`src/rtl/blk_3b6831_if.sv`:
```
`default_nettype none
// ============================================================================
// Module   : blk_3b6831_if
// Purpose  : Bundles the LUT6 configuration-chain and LUT-select signals.
//            master drives programming/select, slave is the LUT6 stage.
// Signals  : prog_en   - programming window, high = shift chain
//            ccff_head - serial config data in
//            ccff_tail - serial config data out to next tile
//            cfg_done  - active table holds a verified load
//            cfg_err   - last load rejected (length or parity)
//            lut6_in   - LUT select inputs
//            lut6_out  - selected truth-table bit
// Revision : 1.0 - initial release
// ============================================================================
interface blk_3b6831_if #(
  parameter int LUT_SIZE = 6
);
  logic                prog_en;
  logic                ccff_head;
  logic                ccff_tail;
  logic                cfg_done;
  logic                cfg_err;
  logic [LUT_SIZE-1:0] lut6_in;
  logic                lut6_out;

  modport master (
    output prog_en, ccff_head, lut6_in,
    input  ccff_tail, cfg_done, cfg_err, lut6_out
  );

  modport slave (
    input  prog_en, ccff_head, lut6_in,
    output ccff_tail, cfg_done, cfg_err, lut6_out
  );
endinterface
`default_nettype wire

```
`src/rtl/blk_3b6831.sv`:
```
`default_nettype none
// ============================================================================
// Module   : blk_3b6831
// Purpose  : LUT6 stage of the BLE6. The truth table is shifted serially into
//            a shadow register (64 table bits + 1 parity bit), checked for
//            length and even parity, then committed atomically to the active
//            table. A bad or short load never disturbs the active function.
// Ports    : clk    - rising-edge clock
//            reset  - asynchronous, active-low reset
//            bus    - blk_3b6831_if.slave (config chain, status, LUT select)
// Revision : 1.0 - initial release
// ============================================================================
module blk_3b6831 #(
  parameter int LUT_SIZE = 6,
  parameter int CFG_BITS = 2 ** LUT_SIZE,
  parameter int CNT_W    = $clog2(CFG_BITS + 2)
) (
  input  logic          clk,
  input  logic          reset,
  blk_3b6831_if.slave   bus
);

  typedef enum logic [1:0] {
    IDLE  = 2'd0,
    SHIFT = 2'd1,
    CHECK = 2'd2
  } state_t;

  // Exact chain length (table + parity) and the saturation value that marks
  // an over-length load.
  localparam logic [CNT_W-1:0] C_CNT_FULL = CNT_W'(CFG_BITS + 1);
  localparam logic [CNT_W-1:0] C_CNT_SAT  = CNT_W'(CFG_BITS + 2);

  state_t              r_state;
  state_t              w_next_state;
  logic [CFG_BITS:0]   r_shadow;
  logic [CFG_BITS-1:0] r_active;
  logic [CNT_W-1:0]    r_cnt;
  logic                r_cfg_done;
  logic                r_cfg_err;
  logic                w_accept;

  // Even parity over all table bits plus the parity bit, and exact length.
  assign w_accept = (r_cnt == C_CNT_FULL) && !(^r_shadow);

  // --------------------------------------------------------------------------
  // Next-state logic
  // --------------------------------------------------------------------------
  always_comb begin
    w_next_state = r_state;
    case (r_state)
      IDLE:    if (bus.prog_en)  w_next_state = SHIFT;
      SHIFT:   if (!bus.prog_en) w_next_state = CHECK;
      CHECK:   w_next_state = IDLE;  // prog_en ignored here
      default: w_next_state = IDLE;
    endcase
  end

  always_ff @(posedge clk or negedge reset) begin
    if (!reset) begin
      r_state <= IDLE;
    end else begin
      r_state <= w_next_state;
    end
  end

  // --------------------------------------------------------------------------
  // Datapath: shadow chain, counter, commit and status flags
  // --------------------------------------------------------------------------
  always_ff @(posedge clk or negedge reset) begin
    if (!reset) begin
      r_shadow   <= '0;
      r_active   <= '0;
      r_cnt      <= '0;
      r_cfg_done <= 1'b0;
      r_cfg_err  <= 1'b0;
    end else begin
      case (r_state)
        IDLE: begin
          if (bus.prog_en) begin
            // First bit of the window is captured on the entry edge.
            r_shadow  <= {r_shadow[CFG_BITS-1:0], bus.ccff_head};
            r_cnt     <= CNT_W'(1);
            r_cfg_err <= 1'b0;
          end
        end
        SHIFT: begin
          if (bus.prog_en) begin
            r_shadow <= {r_shadow[CFG_BITS-1:0], bus.ccff_head};
            if (r_cnt != C_CNT_SAT) begin
              r_cnt <= r_cnt + 1'b1;
            end
          end
        end
        CHECK: begin
          if (w_accept) begin
            // shadow[0] is the parity bit; the first bit shifted lands in
            // the table MSB.
            r_active   <= r_shadow[CFG_BITS:1];
            r_cfg_done <= 1'b1;
            r_cfg_err  <= 1'b0;
          end else begin
            r_cfg_err  <= 1'b1;
          end
        end
        default: ;
      endcase
    end
  end

  assign bus.ccff_tail = r_shadow[CFG_BITS];
  assign bus.cfg_done  = r_cfg_done;
  assign bus.cfg_err   = r_cfg_err;
  assign bus.lut6_out  = r_active[bus.lut6_in];

endmodule
`default_nettype wire
```
`src/flat_wrapper.sv`:
```
// flat-port wrapper written by rule: the top's interface ports become plain ports
module blk_3b6831_flat 
#(
  parameter int LUT_SIZE = 6,
  parameter int CFG_BITS = 2 ** LUT_SIZE,
  parameter int CNT_W    = $clog2(CFG_BITS + 2)
)
  (clk, reset, bus_prog_en, bus_ccff_head, bus_lut6_in, bus_ccff_tail, bus_cfg_done, bus_cfg_err, bus_lut6_out);
  blk_3b6831_if #(.LUT_SIZE(LUT_SIZE)) bus_i ();
  input  logic clk;
  input  logic reset;
  input wire logic [$bits(bus_i.prog_en)-1:0] bus_prog_en;
  input wire logic [$bits(bus_i.ccff_head)-1:0] bus_ccff_head;
  input wire logic [$bits(bus_i.lut6_in)-1:0] bus_lut6_in;
  output wire logic [$bits(bus_i.ccff_tail)-1:0] bus_ccff_tail;
  output wire logic [$bits(bus_i.cfg_done)-1:0] bus_cfg_done;
  output wire logic [$bits(bus_i.cfg_err)-1:0] bus_cfg_err;
  output wire logic [$bits(bus_i.lut6_out)-1:0] bus_lut6_out;
  assign bus_i.prog_en = bus_prog_en;
  assign bus_i.ccff_head = bus_ccff_head;
  assign bus_i.lut6_in = bus_lut6_in;
  assign bus_ccff_tail = bus_i.ccff_tail;
  assign bus_cfg_done = bus_i.cfg_done;
  assign bus_cfg_err = bus_i.cfg_err;
  assign bus_lut6_out = bus_i.lut6_out;
  blk_3b6831 #(.LUT_SIZE(LUT_SIZE), .CFG_BITS(CFG_BITS), .CNT_W(CNT_W)) u_core (.clk(clk), .reset(reset), .bus(bus_i));
endmodule
```
`config.mk`:
```
export PLATFORM = sky130hd
export DESIGN_NAME = blk_3b6831_flat
export DESIGN_NICKNAME = d
export VERILOG_FILES = /design/src/rtl/blk_3b6831_if.sv /design/src/rtl/blk_3b6831.sv /design/src/flat_wrapper.sv
export SDC_FILE = /design/constraint.sdc
export NUM_CORES = 1
export LEC_CHECK = 0
export BUFFER_PORTS_ARGS = -buffer_cell sky130_fd_sc_hd__buf_2
export CELL_PAD_IN_SITES_DETAIL_PLACEMENT = 1
export CELL_PAD_IN_SITES_GLOBAL_PLACEMENT = 2
export CORE_MARGIN = 1.5
export CORE_UTILIZATION = 43
export CTS_CLUSTER_SIZE = 24
export DETAILED_ROUTE_END_ITERATION = 10
export GPL_TIMING_DRIVEN = 0
export PLACE_DENSITY = 0.77
export SYNTH_ARGS = -nofsm -noshare
export SYNTH_HDL_FRONTEND = slang
export SYNTH_SLANG_ARGS = --single-unit
export TNS_END_PERCENT = 20
```
`constraint.sdc`:
```
create_clock -name clk -period 3.3 [get_ports clk]
set_clock_uncertainty 0.1 [all_clocks]
set_input_delay 0.165 -clock clk [delete_from_list [all_inputs] [get_ports clk]]
set_output_delay 0.165 -clock clk [all_outputs]
set_load 0.01 [all_outputs]
```
==> results.toml <==
[logic_synthesis]
syn_area_per_cell_um2 = 11.79
ys_seq_area_frac = 0.5241
synth_area_leaders = "dfrtp_1, nand2_1, mux2_4, xnor2_1, mux4_2"
synthArstFlopShare = 1.000
netlist_area_mm2 = 0.006684
synth_edf_count = 0
synth.distinct_cells = 35
yosys_warnings = 0
synth_top_cell_area_share = 0.5241
synth_nets = 580
yosys.area.top_type = "dfrtp_1"
synth_cells = 567
ys_ff_latch = 140
synth_ff_type = "dfrtp_1"

[clock_tree]
numCtsBuffers = 17
cts_hold_buf = 3
clock_path_buffers = 2
clock_sinks = 140
clock-root-buffer = "clkbuf_16"
post-cts-setup-buffer-count = 0
htreeDepth = 4
insertion_delay_ps = 420
cts.reportedPaths.clkPinSlew_ps = 60
cts-resized-gates = 0
cts_tree = "built"

[power]
power.leakage_nw = 3.931
total_power_mw = 4.725
peakVddDrop_mv = 0.4234
p_per_area_mw_per_mm2 = 616.9

[setup_path]
reg2reg_slack_ps = 450
critPathKind = "flop to flop"
worstPathRequired_ps = 3500
critPathLaunchType = "flop"
critPathCaptureType = "flop"
r2r_cells = 10
cp-startpoint = "u_core.r_shadow[63]"
worstPathArrival_ps = 3050
reg2reg_from = "u_core.r_shadow[63]"
critPathMaxFanout = 10

[die]
io_pins = 14
dieArea_mm2 = 0.01630
num_rows = 45
die_x_um = 127.7
start_util = 0.4397
dieHeight_um = 127.7
core_area_mm2 = 0.01520

[sta]
finalHoldViolations = 0
rsz0062_at_grt = "false"
tightestPinTransition_ps = 917.8
tns_ps = 0
slew_headroom = 0.3881
period_share = 0.8628
drv_slew = 0
max_freq_mhz = 351.2
setup_violations = 0
finalCriticalPeriod_ps = 2847

[flow_run]
max_cap_violations = 0

[grt]
antenna_found_initial = 0
grt_usage = 0.1988
grt-ovfl-total = 0
grt_start_max_net_pins = 81
grt_pass1_wl_um = 24620
grt_pass1_vias = 4536

[detailed_routing]
ant_nets = 0
avgRoutedWirePerCell_um = 18.32
drt_iter0_drc = 219
routed_via_density = 5.150
wirelength_um = 14680
drcViolationCount = 0
vias = 4125
first_pass_iters = 6

[finish]
drive_above_1_share = 0.2153
register_area_mm2 = 0.003503
area_growth_pct = 14.58
nets = 613
n_antenna_cell = 0
n_fill_cell = 1592
multi_input_area_mm2 = 0.002954

[placed_design]
gp_congestion = 0.7328
dp_hpwl_um = 10050
port_buffers = 10

[outcome]
outcome = "finished, final reports clean"

[hold_path]
min-delay-path-class = "input port to async pin"
registers in the layout, summed over array words and instances (netlist names):
register and flops:
u_core.bus.cfg_done 1, u_core.bus.cfg_err 1, u_core.r_active 64, u_core.r_cnt 7, u_core.r_shadow 65, u_core.r_state 2
kinds of logic (layout without fill, tap and decap cells):
| kind of cell | count (synthesis) | count (layout) | synth area share |
|---|---|---|---|
| compound gates | 17 | 17 | 0.01573 |
| xor+xnor | 67 | 67 | 0.08985 |
| fa+ha+maj | 3 | 3 | 0.005616 |
| buf+inv | 33 | 79 | 0.03388 |
| flops | 140 | 140 | 0.5241 |
| mux | 88 | 88 | 0.2025 |
| simple gates | 219 | 219 | 0.1282 |
worst paths after layout:
| kind | end |
|---|---|
| min in group clk | u_core.r_state[1] |
| hold / removal | u_core.r_cnt[2] |
| hold reg to reg | u_core.bus.cfg_done |
| setup / recovery | u_core.r_active[13] |
| max in group asynchronous | u_core.r_shadow[23] |
| setup reg to reg | u_core.r_active[13] |
cell usage after synthesis (4+ instances only):
library cell and n:
mux2i_1 7, nor2_1 4, mux2_4 48, xor2_1 12, inv_1 5, nand2_1 199, a21oi_1 5, clkbuf_1 16
dfrtp_1 140, mux4_2 17, xnor2_1 54, mux2_2 16, buf_12 6
placed cells by master (no fill, tap or decap), types with 4 or more instances in the layout:
master     count
a21oi_1        5
buf_12         6
buf_2         10
bufinv_16      4
clkbuf_1      17
clkbuf_16     17
clkinv_4       5
dfrtp_1      140
inv_1          5
mux2_2        16
mux2_4        48
mux2i_1        7
mux4_2        17
nand2_1      199
nor2_1         4
xnor2_1       54
xor2_1        12
power breakdown:
group	total [mW]	switching (mW)	internal, mW
clock	2.03	0.761	1.27
combinational	0.784	0.440	0.345
sequential	1.91	0.114	1.80
cell type report:
type | instances | area share
well taps | 188 | 0.03071
inverters | 6 | 0.002941
plain buffers | 27 | 0.02663
multi-input cells | 394 | 0.3857
flip-flops and latches | 140 | 0.4574
repair buffers | 14 | 0.01487
clock inverters | 14 | 0.02565
clock buffers | 18 | 0.05604
through the flow:
stage	util	worst slack [ps]	std cells	hold WS [ps]	instance area, um^2
after floorplan	-	783.8	567	-230.6	6684
after global placement	0.4584	-32.11	765	244.2	6969
after detailed placement	0.4607	468.7	766	99.07	7003
after CTS	0.5038	424.6	801	214.2	7659
after global routing	0.5038	291.0	801	228.9	7659
final	0.5038	452.7	801	194.8	7659
routing by layer:
| metal | vias up | global-route usage | part of all wire |
|---|---|---|---|
| li1 | 1935 | - | - |
| met1 | 2146 | 0.2624 | 0.47 |
| met2 | 31 | 0.3355 | 0.50 |
| met3 | 13 | 0.04382 | 0.022 |
| met4 | 0 | 0.04957 | 0.0082 |
| met5 | - | 0 | 0 |
critical path, cell delays in order (launching register included):
cell and delay [ps]:
dfrtp_1 430, xor2_1 250, xnor2_1 120, xnor2_1 240, xnor2_1 150, xnor2_1 300, xnor3_1 380, nand2_2 120
buf_12 160, buf_12 160, mux2_4 310
Power figures use the tool's default switching activity.
